File: config.mk
export PLATFORM = sky130hd
export DESIGN_NAME = cla_add_pipe
export DESIGN_NICKNAME = d
export VERILOG_FILES = /design/src/rtl/cla_pkg.sv /design/src/rtl/cla_slice.sv /design/src/rtl/cla_add_pipe.sv
export SDC_FILE = /design/constraint.sdc
export NUM_CORES = 1
export LEC_CHECK = 0
export ABC_AREA = 1
export BUFFER_PORTS_ARGS = -buffer_cell sky130_fd_sc_hd__buf_2
export CAP_MARGIN = 25
export CORE_MARGIN = 2
export CORE_UTILIZATION = 45
export CTS_CLUSTER_SIZE = 30
export DETAILED_ROUTE_END_ITERATION = 8
export GPL_TIMING_DRIVEN = 0
export PLACE_DENSITY = 0.68
export SLEW_MARGIN = 20
export SYNTH_ARGS = -nofsm -noshare
export SYNTH_HDL_FRONTEND = slang
export SYNTH_SLANG_ARGS = --single-unit
File: constraint.sdc
create_clock -name clk -period 2.47 [get_ports clk]
set_clock_uncertainty 0.15 [all_clocks]
set_input_delay 0.1235 -clock clk [delete_from_list [all_inputs] [get_ports clk]]
set_output_delay 0.1235 -clock clk [all_outputs]
set_load 0.01 [all_outputs]
File: src/rtl/cla_pkg.sv
// Shared types and helpers for the pipelined carry-lookahead adder.
// Holds the per-stage control payload, configuration check and group P/G reduction.
package cla_pkg;

   // Operand and partial-sum vectors live beside this record in the top level.
   typedef struct packed {
      logic valid;
      logic sub;
      logic carry;
   } stage_ctl_t;

   localparam int unsigned MAX_GROUP = 64;

   function automatic bit cfg_ok(input int unsigned w, input int unsigned s, input int unsigned g);
      if (w == 0 || s == 0 || g == 0 || s > w || g > MAX_GROUP) return 1'b0;
      if ((w % s) != 0) return 1'b0;
      return ((w / s) % g) == 0;
   endfunction

   // Returns {group propagate, group generate} over the low n bits.
   function automatic logic [1:0] group_pg(input logic [63:0] p, input logic [63:0] g,
                                           input int unsigned n);
      logic pp;
      logic gg;
      pp = 1'b1;
      gg = 1'b0;
      for (int unsigned i = 0; i < 64; i++) begin
         if (i < n) begin
            gg = g[i] | (p[i] & gg);
            pp = pp & p[i];
         end
      end
      return {pp, gg};
   endfunction

endpackage

File: src/rtl/cla_slice.sv
// Combinational carry-lookahead adder for one pipeline slice.
// Group carries are resolved from group P/G; bit carries ripple only inside a group.
module cla_slice
   import cla_pkg::*;
#(
   parameter int unsigned SW    = 4,
   parameter int unsigned GROUP = 4
)(
   input  logic [SW-1:0] a,
   input  logic [SW-1:0] b,
   input  logic          cin,
   output logic [SW-1:0] sum,
   output logic          cout
);

   localparam int unsigned NG = SW / GROUP;

   logic [SW-1:0] p;
   logic [SW-1:0] g;
   logic [SW:0]   c;
   logic [1:0]    pg;

   always_comb begin
      p     = a ^ b;
      g     = a & b;
      c     = '0;
      c[0]  = cin;
      pg    = '0;
      for (int unsigned j = 0; j < NG; j++) begin
         for (int unsigned i = 1; i < GROUP; i++) begin
            c[j*GROUP + i] = g[j*GROUP + i - 1] | (p[j*GROUP + i - 1] & c[j*GROUP + i - 1]);
         end
         pg = group_pg(64'(p[j*GROUP +: GROUP]), 64'(g[j*GROUP +: GROUP]), GROUP);
         c[(j+1)*GROUP] = pg[0] | (pg[1] & c[j*GROUP]);
      end
      sum  = p ^ c[SW-1:0];
      cout = c[SW];
   end

endmodule

File: src/rtl/cla_add_pipe.sv
// Pipelined carry-lookahead adder/subtractor with valid/ready handshakes.
// Stage k adds slice k-1; finished sum bits travel with the word to the output.
module cla_add_pipe
   import cla_pkg::*;
#(
   parameter int unsigned WIDTH  = 8,
   parameter int unsigned STAGES = 2,
   parameter int unsigned GROUP  = 4
)(
   input  logic             clk,
   input  logic             rst_n,
   input  logic             in_valid,
   output logic             in_ready,
   input  logic [WIDTH-1:0] in_a,
   input  logic [WIDTH-1:0] in_b,
   input  logic             in_cin,
   input  logic             in_sub,
   output logic             out_valid,
   input  logic             out_ready,
   output logic [WIDTH:0]   out_sum,
   output logic             out_ovf
);

   localparam int unsigned SW = WIDTH / STAGES;

   if (!cfg_ok(WIDTH, STAGES, GROUP)) begin : g_cfg_err
      $error("cla_add_pipe: WIDTH must be a multiple of STAGES and WIDTH/STAGES a multiple of GROUP");
   end

   stage_ctl_t       ctl_q [1:STAGES];
   logic [WIDTH-1:0] a_q   [1:STAGES];
   logic [WIDTH-1:0] b_q   [1:STAGES];
   logic [WIDTH-1:0] s_q   [1:STAGES];

   stage_ctl_t       ctl_in [0:STAGES-1];
   logic [WIDTH-1:0] a_in   [0:STAGES-1];
   logic [WIDTH-1:0] b_in   [0:STAGES-1];
   logic [WIDTH-1:0] s_in   [0:STAGES-1];

   logic [SW-1:0]     ss [0:STAGES-1];
   logic [STAGES-1:0] sco;
   logic [STAGES+1:1] adv;

   // Source of stage k+1: the input port for the first stage, else stage k's registers.
   always_comb begin
      ctl_in[0] = '{valid: in_valid, sub: in_sub, carry: in_sub | in_cin};
      a_in[0]   = in_a;
      b_in[0]   = in_b;
      s_in[0]   = '0;
      for (int unsigned k = 1; k < STAGES; k++) begin
         ctl_in[k] = ctl_q[k];
         a_in[k]   = a_q[k];
         b_in[k]   = b_q[k];
         s_in[k]   = s_q[k];
      end
   end

   for (genvar k = 0; k < STAGES; k++) begin : g_slice
      cla_slice #(.SW(SW), .GROUP(GROUP)) u_slice (
         .a    (a_in[k][k*SW +: SW]),
         .b    (b_in[k][k*SW +: SW] ^ {SW{ctl_in[k].sub}}),
         .cin  (ctl_in[k].carry),
         .sum  (ss[k]),
         .cout (sco[k])
      );
   end

   // An empty stage always loads, so bubbles collapse under a downstream stall.
   always_comb begin
      adv = '0;
      adv[STAGES+1] = out_ready;
      for (int unsigned k = STAGES; k >= 1; k--) begin
         adv[k] = !ctl_q[k].valid || adv[k+1];
      end
   end

   always_ff @(posedge clk or negedge rst_n) begin
      if (!rst_n) begin
         for (int unsigned k = 1; k <= STAGES; k++) begin
            ctl_q[k] <= '0;
            a_q[k]   <= '0;
            b_q[k]   <= '0;
            s_q[k]   <= '0;
         end
      end else begin
         for (int unsigned k = 1; k <= STAGES; k++) begin
            if (adv[k]) begin
               ctl_q[k] <= '{valid: ctl_in[k-1].valid, sub: ctl_in[k-1].sub, carry: sco[k-1]};
               a_q[k]   <= a_in[k-1];
               b_q[k]   <= b_in[k-1];
               s_q[k]   <= s_in[k-1];
               s_q[k][(k-1)*SW +: SW] <= ss[k-1];
            end
         end
      end
   end

   logic a_msb;
   logic b_msb;
   logic s_msb;

   assign a_msb     = a_q[STAGES][WIDTH-1];
   assign b_msb     = b_q[STAGES][WIDTH-1] ^ ctl_q[STAGES].sub;
   assign s_msb     = s_q[STAGES][WIDTH-1];

   assign in_ready  = adv[1];
   assign out_valid = ctl_q[STAGES].valid;
   assign out_sum   = {ctl_q[STAGES].carry, s_q[STAGES]};
   assign out_ovf   = (a_msb == b_msb) && (s_msb != a_msb);

endmodule

==> results.tsv <==
metric	value	unit
seqCellArea	701	µm²
wl_per_cell	10.1	µm
min_period	2.35	ns
clockBufferDepth	2	
drt_drc_violations_left	0	
drive_above_1_share	23.7	%
pre_cts_slack	0.159	ns
antenna_left	0	
synth_fp_nets	213	
routed_via_density	4.41	
root_buffer	clkbuf_4	
ys_warn_count	0	
hpwl	2.06	mm
final.setup.tns	0	ns
cap_viol_max_count	0	
io_pins	34	
whs	0.0684	ns
leakagePower	1.05	nW
avgSynthCellArea	8.91	µm²
worst_ep_arrival_time	2.43	ns
antenna_found_initial	0	
worst_slew_pin_slew	0.614	ns
period_share	95.3	%
num_vias	1191	
synth_seq_area_share	44.4	%
area_growth_syn_to_layout	23.5	%
coreArea	3360	µm²
grtUsageTotal	15.2	%
insertedDiodeCount	0	
finalSetupViolCount	0	
cts.sinks	28	
start_kind	input port	
tritoncts	done	
grt_setup_unrepaired	no	
drtIter0Drc	36	
slew_violations	0	
cts_max_level	1	
grt_max_degree	29	
cp.required	2.55	ns
hold_violations	0	
dieArea	4000	µm²
start_util	46.9	%
gp_congestion	0.882	
n_fill_cell	318	
post_cts_buffers	0	
crit_fanout	5	
p_int	0.827	mW
multiInputGateArea	741	µm²
min_path_type	in2reg	
pwr-share-seq	49.3	%
clkLatencyLatePin	0.32	ns
end_kind	register	
slew_headroom	59.1	%
fin_nets	262	
die-width	63.2	µm
grt-ovfl-total	0	
placementRows	21	
synth_cell_types	23	
routed_wl	2.73	mm
netSwitchingPower	0.429	mW
netlist_area	1580	µm²
port_buffers	32	
clkPwrFrac	14.6	%
crit_type	in2reg	
ir_drop	0.000238	V
numCtsBuffers	3	
grt_pass1_wl	4.90	mm
grt_pass1_vias	1152	
pwr-share-comb	36.1	%
first_pass_iters	4	
outcome	complete, no violations	
synth-seq-cells	28	
fmax	425	MHz
synth_cells	177	
switching_share	34.1	%
setup_slack	0.116	ns
powerDensity	644	nW/µm²
die_h	63.2	µm
path_clk_slew	0.14	ns
-- stage by stage --
step | utilization, % | area (µm²) | power, mW | instances
3_5_place_dp | 53.4 | 1800 | 1.07 | 255
6_report | 57.9 | 1950 | 1.26 | 270
3_3_place_gp | 53.4 | 1800 | 1.06 | 255
5_1_grt | 57.9 | 1950 | 1.36 | 270
4_1_cts | 57.6 | 1940 | 1.27 | 270
2_1_floorplan | - | 1580 | 0.921 | 177
-- path summary, 6_finish.rpt --
kind	slack (ns)	depth (start not counted)	endpoint	from
setup / recovery	0.12	8	s_in[3]	in_sub
hold / removal	0.07	7	ctl_in[0]	in_cin
setup reg to reg	0.17	8	out_sum[7]	ctl_in[1]
hold reg to reg	0.34	2	out_sum[2]	s_in[2]
max in group asynchronous	1.60	2	b_q[7]	rst_n
min in group asynchronous	0.18	2	out_sum[5]	rst_n
-- critical path, stage by stage --
cell           delay [ns]
dlygate4sd3_1        0.53
clkbuf_4             0.17
xnor2_1              0.16
fa_1                 0.42
fa_1                 0.38
fa_1                 0.38
xor2_1               0.18
o21ai_1              0.08
-- cell families (layout without fill, tap and decap cells) --
family          count (synthesis)  in the layout  synth area share, %
simple gates                   79             79                 20.8
buf+inv                        31             78                 9.12
flops                          28             28                 44.4
fa+ha+maj                      14             14                 14.0
compound gates                 14             14                 5.63
xor+xnor                       11             11                 6.11
-- power groups by stage --
stage | logic, mW | clock network (mW) | registers [mW]
2_1_floorplan | 0.276 | 0 | 0.645
3_3_place_gp | 0.434 | 0 | 0.624
3_5_place_dp | 0.443 | 0 | 0.629
4_1_cts | 0.459 | 0.190 | 0.620
5_1_grt | 0.520 | 0.212 | 0.633
6_report | 0.453 | 0.183 | 0.619
-- synthesized netlist by cell type, drive strengths merged --
cell type / instances / area (µm²)
a21oi: 2 / 10.0
buf: 6 / 47.5
dfrtp: 28 / 701
fa: 6 / 120
ha: 8 / 100
inv: 25 / 96.4
nand2: 64 / 240
nand3: 2 / 22.5
nor2: 10 / 45.0
nor3b: 1 / 7.51
o21ai: 12 / 78.8
or2: 2 / 12.5
xnor2: 5 / 43.8
xor2: 6 / 52.6
-- per-layer routing --
metal / track usage (%) / up-vias / routed length [µm]
li1: - / 628 / -
met1: 20.3 / 537 / 1300
met2: 25.7 / 22 / 1310
met3: 1.07 / 4 / 67
met4: 6.52 / 0 / 48
met5: 0 / - / 0
-- layout by cell type, fill, tap and decap left out, drive strengths merged --
master and instances:
a21oi 2, buf 37, clkbuf 4, dfrtp 28
dlygate4sd3 12, fa 6, ha 8, inv 25
nand2 64, nand3 2, nor2 10, nor3b 1
o21ai 12, or2 2, xnor2 5, xor2 6
-- what timing repair did --
| action | in CTS | in global routing |
|---|---|---|
| hold buffers | 12 | 0 |
| endpoints found under the hold margin | 40 | 0 |
| endpoints found under the setup margin | 0 | 2 |
| gates resized for setup | 0 | 2 |
-- state kept, by name (all words and copies together) (netlist names), 3 cells and up --
| name | flops |
|---|---|
| a_in | 4 |
| b_in | 4 |
| out_sum | 9 |
| s_in | 4 |
| ctl_in | 3 |
-- final cells by class --
cell class	count	area share [%]
Buffer	6	2.57
Timing Repair Buffer	44	14.4
Tap cell	46	2.95
Multi-Input combinational cell	118	38.0
Clock buffer	3	1.16
Inverter	25	4.95
Sequential cell	28	36.0
Note: power is estimated with default switching activity, not from simulation.
